==> src/rtl/lcd_frame_stats.sv <==
// lcd_frame_stats: per-frame pixel statistics (channel sums, luma min/max, CRC-32) with AHB register file and frame-done irq
// Ports: HCLK, HRESETn (async, active-low); sl_HSEL/HREADY/HWRITE/HTRANS/HADDR/HWDATA AHB slave inputs;
//        out_sl_HREADY/HRESP/HRDATA zero-wait OKAY responses and read data; in_valid + in_r0..in_b1 pixel pair stream;
//        irq level frame-done interrupt (done & irq_en).
module lcd_frame_stats #(
    parameter int W_ADDR    = 32,
    parameter int W_DATA    = 32,
    parameter int IMG_PIX_W = 8,
    parameter int W_PAIRS   = 25,
    parameter int DEF_PAIRS = 196608
) (
    input  logic                 HCLK,
    input  logic                 HRESETn,
    input  logic                 sl_HSEL,
    input  logic                 sl_HREADY,
    input  logic                 sl_HWRITE,
    input  logic [1:0]           sl_HTRANS,
    input  logic [W_ADDR-1:0]    sl_HADDR,
    input  logic [W_DATA-1:0]    sl_HWDATA,
    output logic                 out_sl_HREADY,
    output logic [1:0]           out_sl_HRESP,
    output logic [W_DATA-1:0]    out_sl_HRDATA,
    input  logic                 in_valid,
    input  logic [IMG_PIX_W-1:0] in_r0,
    input  logic [IMG_PIX_W-1:0] in_g0,
    input  logic [IMG_PIX_W-1:0] in_b0,
    input  logic [IMG_PIX_W-1:0] in_r1,
    input  logic [IMG_PIX_W-1:0] in_g1,
    input  logic [IMG_PIX_W-1:0] in_b1,
    output logic                 irq
);
    function automatic logic [IMG_PIX_W-1:0] luma(input logic [IMG_PIX_W-1:0] r, g, b);
        logic [IMG_PIX_W+1:0] s;
        s = {2'b00, r} + {1'b0, g, 1'b0} + {2'b00, b};
        return s[IMG_PIX_W+1:2];
    endfunction
    // Bit-serial, non-reflected CRC-32 over the pair, MSB of r0 first.
    function automatic logic [31:0] crc_step(input logic [31:0] c_in, input logic [6*IMG_PIX_W-1:0] d);
        logic [31:0] c;
        c = c_in;
        for (int i = 6*IMG_PIX_W-1; i >= 0; i--)
            c = {c[30:0], 1'b0} ^ ((c[31] ^ d[i]) ? 32'h04C11DB7 : 32'h0);
        return c;
    endfunction
    logic [3:0]           idx_q;
    logic                 wr_q, enable, irq_en, done;
    logic [W_PAIRS-1:0]   pair_count, cnt, ncnt;
    logic [7:0]           frame_cnt;
    logic [W_DATA-1:0]    sum_r, sum_g, sum_b, nsum_r, nsum_g, nsum_b;
    logic [W_DATA-1:0]    snap_r, snap_g, snap_b;
    logic [31:0]          crc, ncrc, snap_crc;
    logic [IMG_PIX_W-1:0] ymin, ymax, y0, y1, lo, hi, nmin, nmax, snap_min, snap_max;
    logic                 a_phase, wr_ctrl, wr_status, clear_pulse, accept, frame_end;
    logic                 unused_ok;
    assign out_sl_HREADY = 1'b1;
    assign out_sl_HRESP  = 2'b00;
    assign irq           = done & irq_en;
    assign unused_ok     = ^{sl_HADDR[W_ADDR-1:6], sl_HADDR[1:0], sl_HTRANS[0], sl_HWDATA[W_DATA-1:W_PAIRS]};
    // NONSEQ and SEQ are the only transfer types with bit 1 set.
    assign a_phase     = sl_HSEL & sl_HREADY & sl_HTRANS[1];
    assign wr_ctrl     = wr_q && idx_q == 4'd0;
    assign wr_status   = wr_q && idx_q == 4'd2;
    assign clear_pulse = wr_ctrl & sl_HWDATA[1];
    assign accept      = in_valid & enable & ~clear_pulse;
    assign y0          = luma(in_r0, in_g0, in_b0);
    assign y1          = luma(in_r1, in_g1, in_b1);
    assign lo          = y0 < y1 ? y0 : y1;
    assign hi          = y0 > y1 ? y0 : y1;
    assign nmin        = lo < ymin ? lo : ymin;
    assign nmax        = hi > ymax ? hi : ymax;
    assign nsum_r      = sum_r + W_DATA'(in_r0) + W_DATA'(in_r1);
    assign nsum_g      = sum_g + W_DATA'(in_g0) + W_DATA'(in_g1);
    assign nsum_b      = sum_b + W_DATA'(in_b0) + W_DATA'(in_b1);
    assign ncrc        = crc_step(crc, {in_r0, in_g0, in_b0, in_r1, in_g1, in_b1});
    assign ncnt        = cnt + 1'b1;
    // A zero PAIR_COUNT would otherwise match when the live count wraps.
    assign frame_end   = accept && pair_count != '0 && ncnt == pair_count;
    always_ff @(posedge HCLK or negedge HRESETn)
        if (!HRESETn) begin
            idx_q      <= '0;
            wr_q       <= 1'b0;
            enable     <= 1'b0;
            irq_en     <= 1'b0;
            pair_count <= W_PAIRS'(DEF_PAIRS);
            done       <= 1'b0;
            frame_cnt  <= '0;
        end else begin
            wr_q <= a_phase & sl_HWRITE;
            if (a_phase) idx_q <= sl_HADDR[5:2];
            if (wr_ctrl) {irq_en, enable} <= {sl_HWDATA[2], sl_HWDATA[0]};
            if (wr_q && idx_q == 4'd1) pair_count <= sl_HWDATA[W_PAIRS-1:0];
            if (frame_end) frame_cnt <= frame_cnt + 1'b1;
            if (frame_end) done <= 1'b1;
            else if (wr_status && sl_HWDATA[0]) done <= 1'b0;
        end
    always_ff @(posedge HCLK or negedge HRESETn)
        if (!HRESETn) begin
            {sum_r, sum_g, sum_b, snap_r, snap_g, snap_b} <= '0;
            {snap_crc, snap_min, snap_max, ymax, cnt}      <= '0;
            crc  <= '1;
            ymin <= '1;
        end else if (clear_pulse || frame_end) begin
            if (frame_end) begin
                {snap_r, snap_g, snap_b} <= {nsum_r, nsum_g, nsum_b};
                {snap_crc, snap_min, snap_max} <= {ncrc, nmin, nmax};
            end
            {sum_r, sum_g, sum_b, ymax, cnt} <= '0;
            crc  <= '1;
            ymin <= '1;
        end else if (accept) begin
            {sum_r, sum_g, sum_b} <= {nsum_r, nsum_g, nsum_b};
            {crc, ymin, ymax, cnt} <= {ncrc, nmin, nmax, ncnt};
        end
    always_comb begin
        out_sl_HRDATA = '0;
        case (idx_q)
            4'd0:    out_sl_HRDATA = W_DATA'({irq_en, 1'b0, enable});
            4'd1:    out_sl_HRDATA = W_DATA'(pair_count);
            4'd2:    out_sl_HRDATA = W_DATA'({frame_cnt, 7'd0, done});
            4'd3:    out_sl_HRDATA = snap_r;
            4'd4:    out_sl_HRDATA = snap_g;
            4'd5:    out_sl_HRDATA = snap_b;
            4'd6:    out_sl_HRDATA = W_DATA'(snap_crc);
            4'd7:    out_sl_HRDATA = W_DATA'({snap_max, snap_min});
            4'd8:    out_sl_HRDATA = W_DATA'(cnt);
            default: out_sl_HRDATA = '0;
        endcase
    end
endmodule

==> config.mk <==
export PLATFORM = sky130hd
export DESIGN_NAME = lcd_frame_stats
export DESIGN_NICKNAME = d
export VERILOG_FILES = /design/src/rtl/lcd_frame_stats.sv
export SDC_FILE = /design/constraint.sdc
export NUM_CORES = 1
export LEC_CHECK = 0
export CAP_MARGIN = 5
export CELL_PAD_IN_SITES_DETAIL_PLACEMENT = 2
export CELL_PAD_IN_SITES_GLOBAL_PLACEMENT = 2
export CORE_ASPECT_RATIO = 0.6
export CORE_MARGIN = 4
export CORE_UTILIZATION = 36
export CTS_CLUSTER_SIZE = 24
export DETAILED_ROUTE_END_ITERATION = 10
export MAX_ROUTING_LAYER = met4
export PLACE_DENSITY_LB_ADDON = 0.1
export RECOVER_POWER = 25
export SLEW_MARGIN = 20
export SYNTH_ARGS = -nofsm -noshare
export SYNTH_HDL_FRONTEND = slang
export SYNTH_SLANG_ARGS = --single-unit
==> constraint.sdc <==
create_clock -name HCLK -period 5.19 [get_ports HCLK]
set_input_delay 1.557 -clock HCLK [delete_from_list [all_inputs] [get_ports HCLK]]
set_output_delay 1.557 -clock HCLK [all_outputs]
set_load 0.03 [all_outputs]
==> qor.csv, run 1 <==
metric,value,unit
route.antenna.remaining_nets,0,
rows,74,
cp_slowest_cell,fa_2,
overflow,0,
grt_pass1_wl,193,mm
ys_top_cells_by_count,"xnor2_1, dfrtp_1, nand2_1",
clk_latency,0.60,ns
crit_type,input pin to flip-flop,
synth-edff-count,0,
fin_skew,0.0562,ns
vias_per_cell,6.25,
worst-path-max-fanout,5,
critPathMaxStageDelay,0.63,ns
hold_path_depth,2,
final_cells,4202,
place_hpwl,85.8,mm
maxCapViolCount,4,
yosysTopAreaCell,dfrtp_1,
yosys_warnings,0,
pin_count,156,
wirelength,169,mm
layout_setup_ws,-1.62,ns
whs_endpoint,snap_b[2]$_DFFE_PN0P_,
critPathArrivalTime,7.26,ns
worst_pin_slew,2.30,ns
cp.required,5.64,ns
dr_wl_met2,76.0,mm
fin_crit_sh,131,%
num-nets-final,3473,
start_kind,input pin,
synth_top_area_share,31.0,%
synth_cells,2569,
cts.path.max_buffers,3,
start_util,36.7,%
wl_per_cell,40.2,um
reg2reg_depth,18,
setup_viol,184,
cts_tree,done,
layout-drive-gt1-share,39.2,%
die_h,213,um
die_area,74400,sq um
root_buffer,clkbuf_16,
r2r_setup_slack,-0.64,ns
cts_made_buffers,38,
slew_headroom,-53.2,%
slew_violations,290,
fin_crit,6.81,ns
syn2layout_area_growth,49.5,%
gr-usage-all-layers,36.9,%
failed_checks,"capacitance limit, slew limit, setup timing",
cpMostUsedCell,o21a_1,
synthFlopType,dfrtp_1,
dr.pass1.iters,6,
top_layer_used,met4,
cpLargestDelayFamily,compound AO/OA/AOI/OAI gates,
clkTransAtPathRegs,0.07,ns
hold_viol_final,0,
place_congestion,0.966,
drc,0,
antenna_found_initial,6,
ys_types,60,
fmax,0.147,GHz
cp-end-kind,flip-flop,
crit_buf_inv,6,
cts_hold_buf,0,
synth.yosys.seq_area_share,35.4,%
cts.sinks,354,
dp.cells,3931,
hp-start,snap_b[2]$_DFFE_PN0P_,
synthTopCellsByArea,"dfrtp_1, xnor2_1, xor2_1",
synthArstFlopShare,100,%
die_w,349,um
outcome,"finished, violations left",
synth_area_per_cell,9.80,sq um
timing.rr.end,crc[8]$_DFFE_PN1P_,
via_count,26300,
rsz0062_at_grt,yes,
drt_iter0_markers,3587,
min_path_type,flip-flop to flip-flop,
grt_max_degree,213,
wl_met3,15.6,mm
htree_levels,2,
port_buffers,116,
syn_area,25200,sq um
met1_length,64.3,mm
yosysMostFrequentCell,xnor2_1,
r2r-start,crc[26]$_DFFE_PN1P_,
ys_ff_latch,354,
core_area,68600,sq um
grt_pass1_vias,26100,
routing by layer:
layer  vias up  global-route usage [%]
met5         -                       -
met1     13500                    48.1
met2      1898                    59.1
met4         0                    12.7
met3       818                    5.73
li1      10000                       -
through the flow:
step	utilization, %	TNS (ns)	area, sq um	setup WS [ns]	hold slack, ns
2_1_floorplan	-	-52.92	25800	-1.31	0.439
3_3_place_gp	45.6	-216.22	31300	-2.24	0.461
3_5_place_dp	45.6	-254.86	31300	-2.71	0.474
4_1_cts	51.4	-57.97	35300	-1.28	0.488
5_1_grt	54.9	-128.43	37600	-1.75	0.516
6_report	54.9	-126.34	37600	-1.62	0.489
cells by family (layout without fill, tap and decap cells):
kind of cell | after synthesis | in the layout | synth area share [%]
AO/OA/AOI/OAI | 460 | 461 | 10.9
XOR/XNOR | 616 | 616 | 27.7
adder cells (fa/ha/maj) | 106 | 106 | 6.55
buffers and inverters | 210 | 912 | 3.19
flip-flops | 354 | 354 | 35.4
multiplexers | 81 | 81 | 3.47
other | 2 | 18 | 0.0298
AND/OR/NAND/NOR | 740 | 742 | 12.7
how the worst max path moves through the flow:
stage / start / to / depth (start not counted)
CTS: in_g0[1] / ymin[5]$_DFFE_PN1P_ / 27
detailed placement: in_b1[2] / ymin[5]$_DFFE_PN1P_ / 28
finish: in_r1[2] / ymin[5]$_DFFE_PN1P_ / 28
global placement: in_b1[2] / ymin[3]$_DFFE_PN1P_ / 28
floorplan: in_b1[2] / ymin[1]$_DFFE_PN1P_ / 28
global route: in_r1[2] / ymax[4]$_DFFE_PN0P_ / 31
layout by cell type, fill, tap and decap left out, drive strengths merged, types with 25 or more instances in the layout:
| cell type | instances |
|---|---|
| a21oi | 101 |
| a22oi | 53 |
| buf | 661 |
| clkbuf | 63 |
| clkdlybuf4s50 | 76 |
| dfrtp | 312 |
| dfstp | 42 |
| fa | 43 |
| ha | 63 |
| inv | 84 |
| mux2 | 51 |
| mux2i | 30 |
| nand2 | 306 |
| nand3 | 53 |
| nand4 | 25 |
| nor2 | 231 |
| nor3 | 33 |
| o21ai | 200 |
| xnor2 | 364 |
| xnor3 | 73 |
| xor2 | 170 |
worst min-delay path, stage by stage (launching register included):
cell and delay [ns]:
dfrtp_1 0.35, nand2_1 0.05, o21ai_0 0.06
sequential cells by signal, indices dropped and copies added, names as in the netlist, 4 cells and up:
name	cells
sum_r	32
snap_max	8
idx_q	4
frame_cnt	8
snap_min	8
ymin	8
snap_r	32
ymax	8
snap_b	32
sum_g	32
sum_b	32
crc	32
pair_count	25
cnt	25
snap_crc	32
snap_g	32
area by class of cell:
class / count / area [sq um]
Timing Repair Buffer: 761 / 6910
Fill cell: 6627 / 31000
Sequential cell: 354 / 8910
Antenna cell: 15 / 37.5
Tap cell: 912 / 1140
Inverter: 83 / 314
Clock inverter: 12 / 92.6
Multi-Input combinational cell: 2009 / 19100
Clock buffer: 56 / 1090
what timing repair did:
action                     CTS  global route
setup endpoints to repair  159           178
resized for setup          459           378
cloned                       2             2
pin swaps                  157           161
setup buffers              135            89
Power of run 1 is not shown: default switching activity piles up to over one toggle a cycle in this logic, so the estimate is an artifact.
==> run 2: changes to the inputs <==
Settings changed: CELL_PAD_IN_SITES_DETAIL_PLACEMENT 2 to unset, CELL_PAD_IN_SITES_GLOBAL_PLACEMENT 2 to unset, CORE_UTILIZATION 36 to 45, HOLD_SLACK_MARGIN set to 0.1, PLACE_DENSITY set to 0.66, PLACE_DENSITY_LB_ADDON 0.1 to unset.
==> run 2 against run 1 <==
Compared with the run above:
- clock-buffer cell count is 9 lower
- non-clock buffer count shrank 68
- register-to-register slack improved by 0.71 ns
- cell area down 4.8%
- utilization grew 11 points
- die area fell by 19%
- highest routed layer unchanged
- wire length down 46%
- first-iteration DRC count down 36%
- maximum frequency grew 8.0%
- clock skew is 0.016 ns lower
- the flow still finishes with violations (capacitance limit, slew limit, setup timing)
==> qor.csv, run 2 (synthesis gave the netlist of run 1 again) <==
metric,value,unit,change
failed_checks,"capacitance limit, slew limit, setup timing",,
cts.path.max_buffers,3,,unchanged
met1_length,41.6,mm,-35%
hp-start,frame_cnt[7]$_DFFE_PN0P_,,
worst-path-max-fanout,4,,-1
slew_headroom,-58.6,%,-5.4 points
overflow,0,,unchanged
vias_per_cell,5.52,,-12%
fin_crit,6.30,ns,-0.505 ns
num-nets-final,3401,,-2.1%
cts_hold_buf,0,,unchanged
die_w,313,um,-10%
grt_pass1_vias,21500,,-18%
cp.required,5.65,ns,about the same
final_common_cell,buf_4,,
critPathMaxStageDelay,0.51,ns,-0.12 ns
cp-end-kind,flip-flop,,
place_hpwl,67.1,mm,-22%
antenna_found_initial,3,,-3
setup_viol,93,,-49%
core_area,54800,sq um,-20%
drc,0,,unchanged
cpLargestDelayFamily,compound AO/OA/AOI/OAI gates,,
dr_wl_met2,38.8,mm,-49%
slew_violations,158,,-46%
root_buffer,clkbuf_16,,
die_area,59900,sq um,-19%
post_dp_cell_area,30900,sq um,-1.1%
fin_util,65.5,%,+11 points
pin_count,156,,unchanged
start_util,46.0,%,+9.3 points
critPathArrivalTime,6.76,ns,-0.50 ns
rsz0062_at_grt,yes,,
hold_viol_final,0,,unchanged
finalInstanceArea,35800,sq um,-4.8%
grt_max_degree,206,,-3.3%
crit_type,input pin to flip-flop,,
syn2layout_area_growth,42.3,%,
crit_buf_inv,4,,-2
cp_slowest_cell,fa_1,,
r2r-start,crc[27]$_DFFE_PN1P_,,
clk_latency,0.57,ns,-0.03 ns
mostFrequentLayoutCells,"buf_4, dfrtp_1, nand2_1",,
cpMostUsedCell,o21a_1,,
startpoint,in_g1[1],,
start_kind,input pin,,
fin_skew,0.0398,ns,-0.0164 ns
drt_iter0_markers,2288,,-36%
route.antenna.remaining_nets,0,,unchanged
cts.sinks,354,,unchanged
clkTransAtPathRegs,0.06,ns,about the same
grt_pass1_wl,133,mm,-31%
worst_pin_slew,2.38,ns,+0.0816 ns
fmax,0.159,GHz,+8.0%
dr.pass1.iters,6,,unchanged
fin_crit_sh,121,%,-9.7 points
wl_met3,8.53,mm,-45%
cts_made_buffers,36,,-5.3%
layout-drive-gt1-share,34.8,%,-4.4 points
top_layer_used,met4,,
outcome,"finished, violations left",,
place_ws,-2.49,ns,+0.225 ns
port_buffers,116,,unchanged
via_count,21800,,-17%
layout_setup_ws,-1.11,ns,+0.505 ns
maxCapViolCount,2,,-2
die_h,191,um,-10%
min_path_type,flip-flop to flip-flop,,
rows,66,,-11%
place_congestion,0.944,,-2.3%
wirelength,90.4,mm,-46%
gr-usage-all-layers,30.3,%,-6.6 points
htree_levels,2,,unchanged
wl_per_cell,22.9,um,-43%
cts_tree,done,,
run 2: cell type report:
| cell class | instances | area (sq um) |
|---|---|---|
| Clock buffer | 47 | 1020 |
| Inverter | 83 | 312 |
| Multi-Input combinational cell | 2007 | 18300 |
| Timing Repair Buffer | 693 | 6030 |
| Antenna cell | 4 | 10.0 |
| Tap cell | 748 | 936 |
| Clock inverter | 17 | 358 |
| Fill cell | 4169 | 18900 |
| Sequential cell | 354 | 8910 |
run 2: stage by stage:
stage	TNS, ns	instances	hold WS [ns]
floorplan	-52.92	2570	0.439
global placement	-202.34	3754	0.456
detailed placement	-216.58	3754	0.459
CTS	-45.16	3923	0.469
global route	-65.69	3952	0.474
finish	-52.99	3953	0.470
run 2: path summary, 6_finish.rpt:
check / to / slack, ns / cells after the start
worst min-delay path: frame_cnt[7]$_DFFE_PN0P_ / 0.47 / 1
min in group asynchronous: sum_r[25]$_DFFE_PN0P_ / 1.69 / 1
worst max register to register: snap_crc[8]$_DFFE_PN0P_ / 0.07 / 17
max in group asynchronous: snap_crc[17]$_DFFE_PN0P_ / 0.89 / 2
worst min register to register: frame_cnt[7]$_DFFE_PN0P_ / 0.47 / 1
worst max-delay path: ymin[0]$_DFFE_PN1P_ / -1.11 / 27
run 2: metal layers:
| layer | track usage, % | vias up |
|---|---|---|
| met5 | - | - |
| met4 | 5.18 | 0 |
| met3 | 8.49 | 117 |
| met2 | 42.1 | 796 |
| met1 | 44.6 | 11000 |
| li1 | - | 9914 |
run 2: what timing repair did:
item,4_1_cts,5_1_grt
pin swaps,138,115
gates resized for setup,418,186
buffers inserted,121,51
setup endpoints to repair,125,157
gates cloned,1,0
run 2: worst reg2reg max path, stage by stage, from the launching register on:
cell,delay (ns)
dfstp_2,0.59
xnor2_4,0.14
buf_12,0.14
xnor3_2,0.42
xnor3_2,0.43
buf_6,0.14
xnor3_2,0.38
buf_6,0.14
xnor2_4,0.21
xor2_2,0.22
xnor3_2,0.51
xnor2_4,0.19
xnor2_2,0.22
xnor3_2,0.54
xnor2_4,0.18
xor2_1,0.16
buf_4,0.17
mux2_2,0.26
Power of run 2 is left out for the same reason.
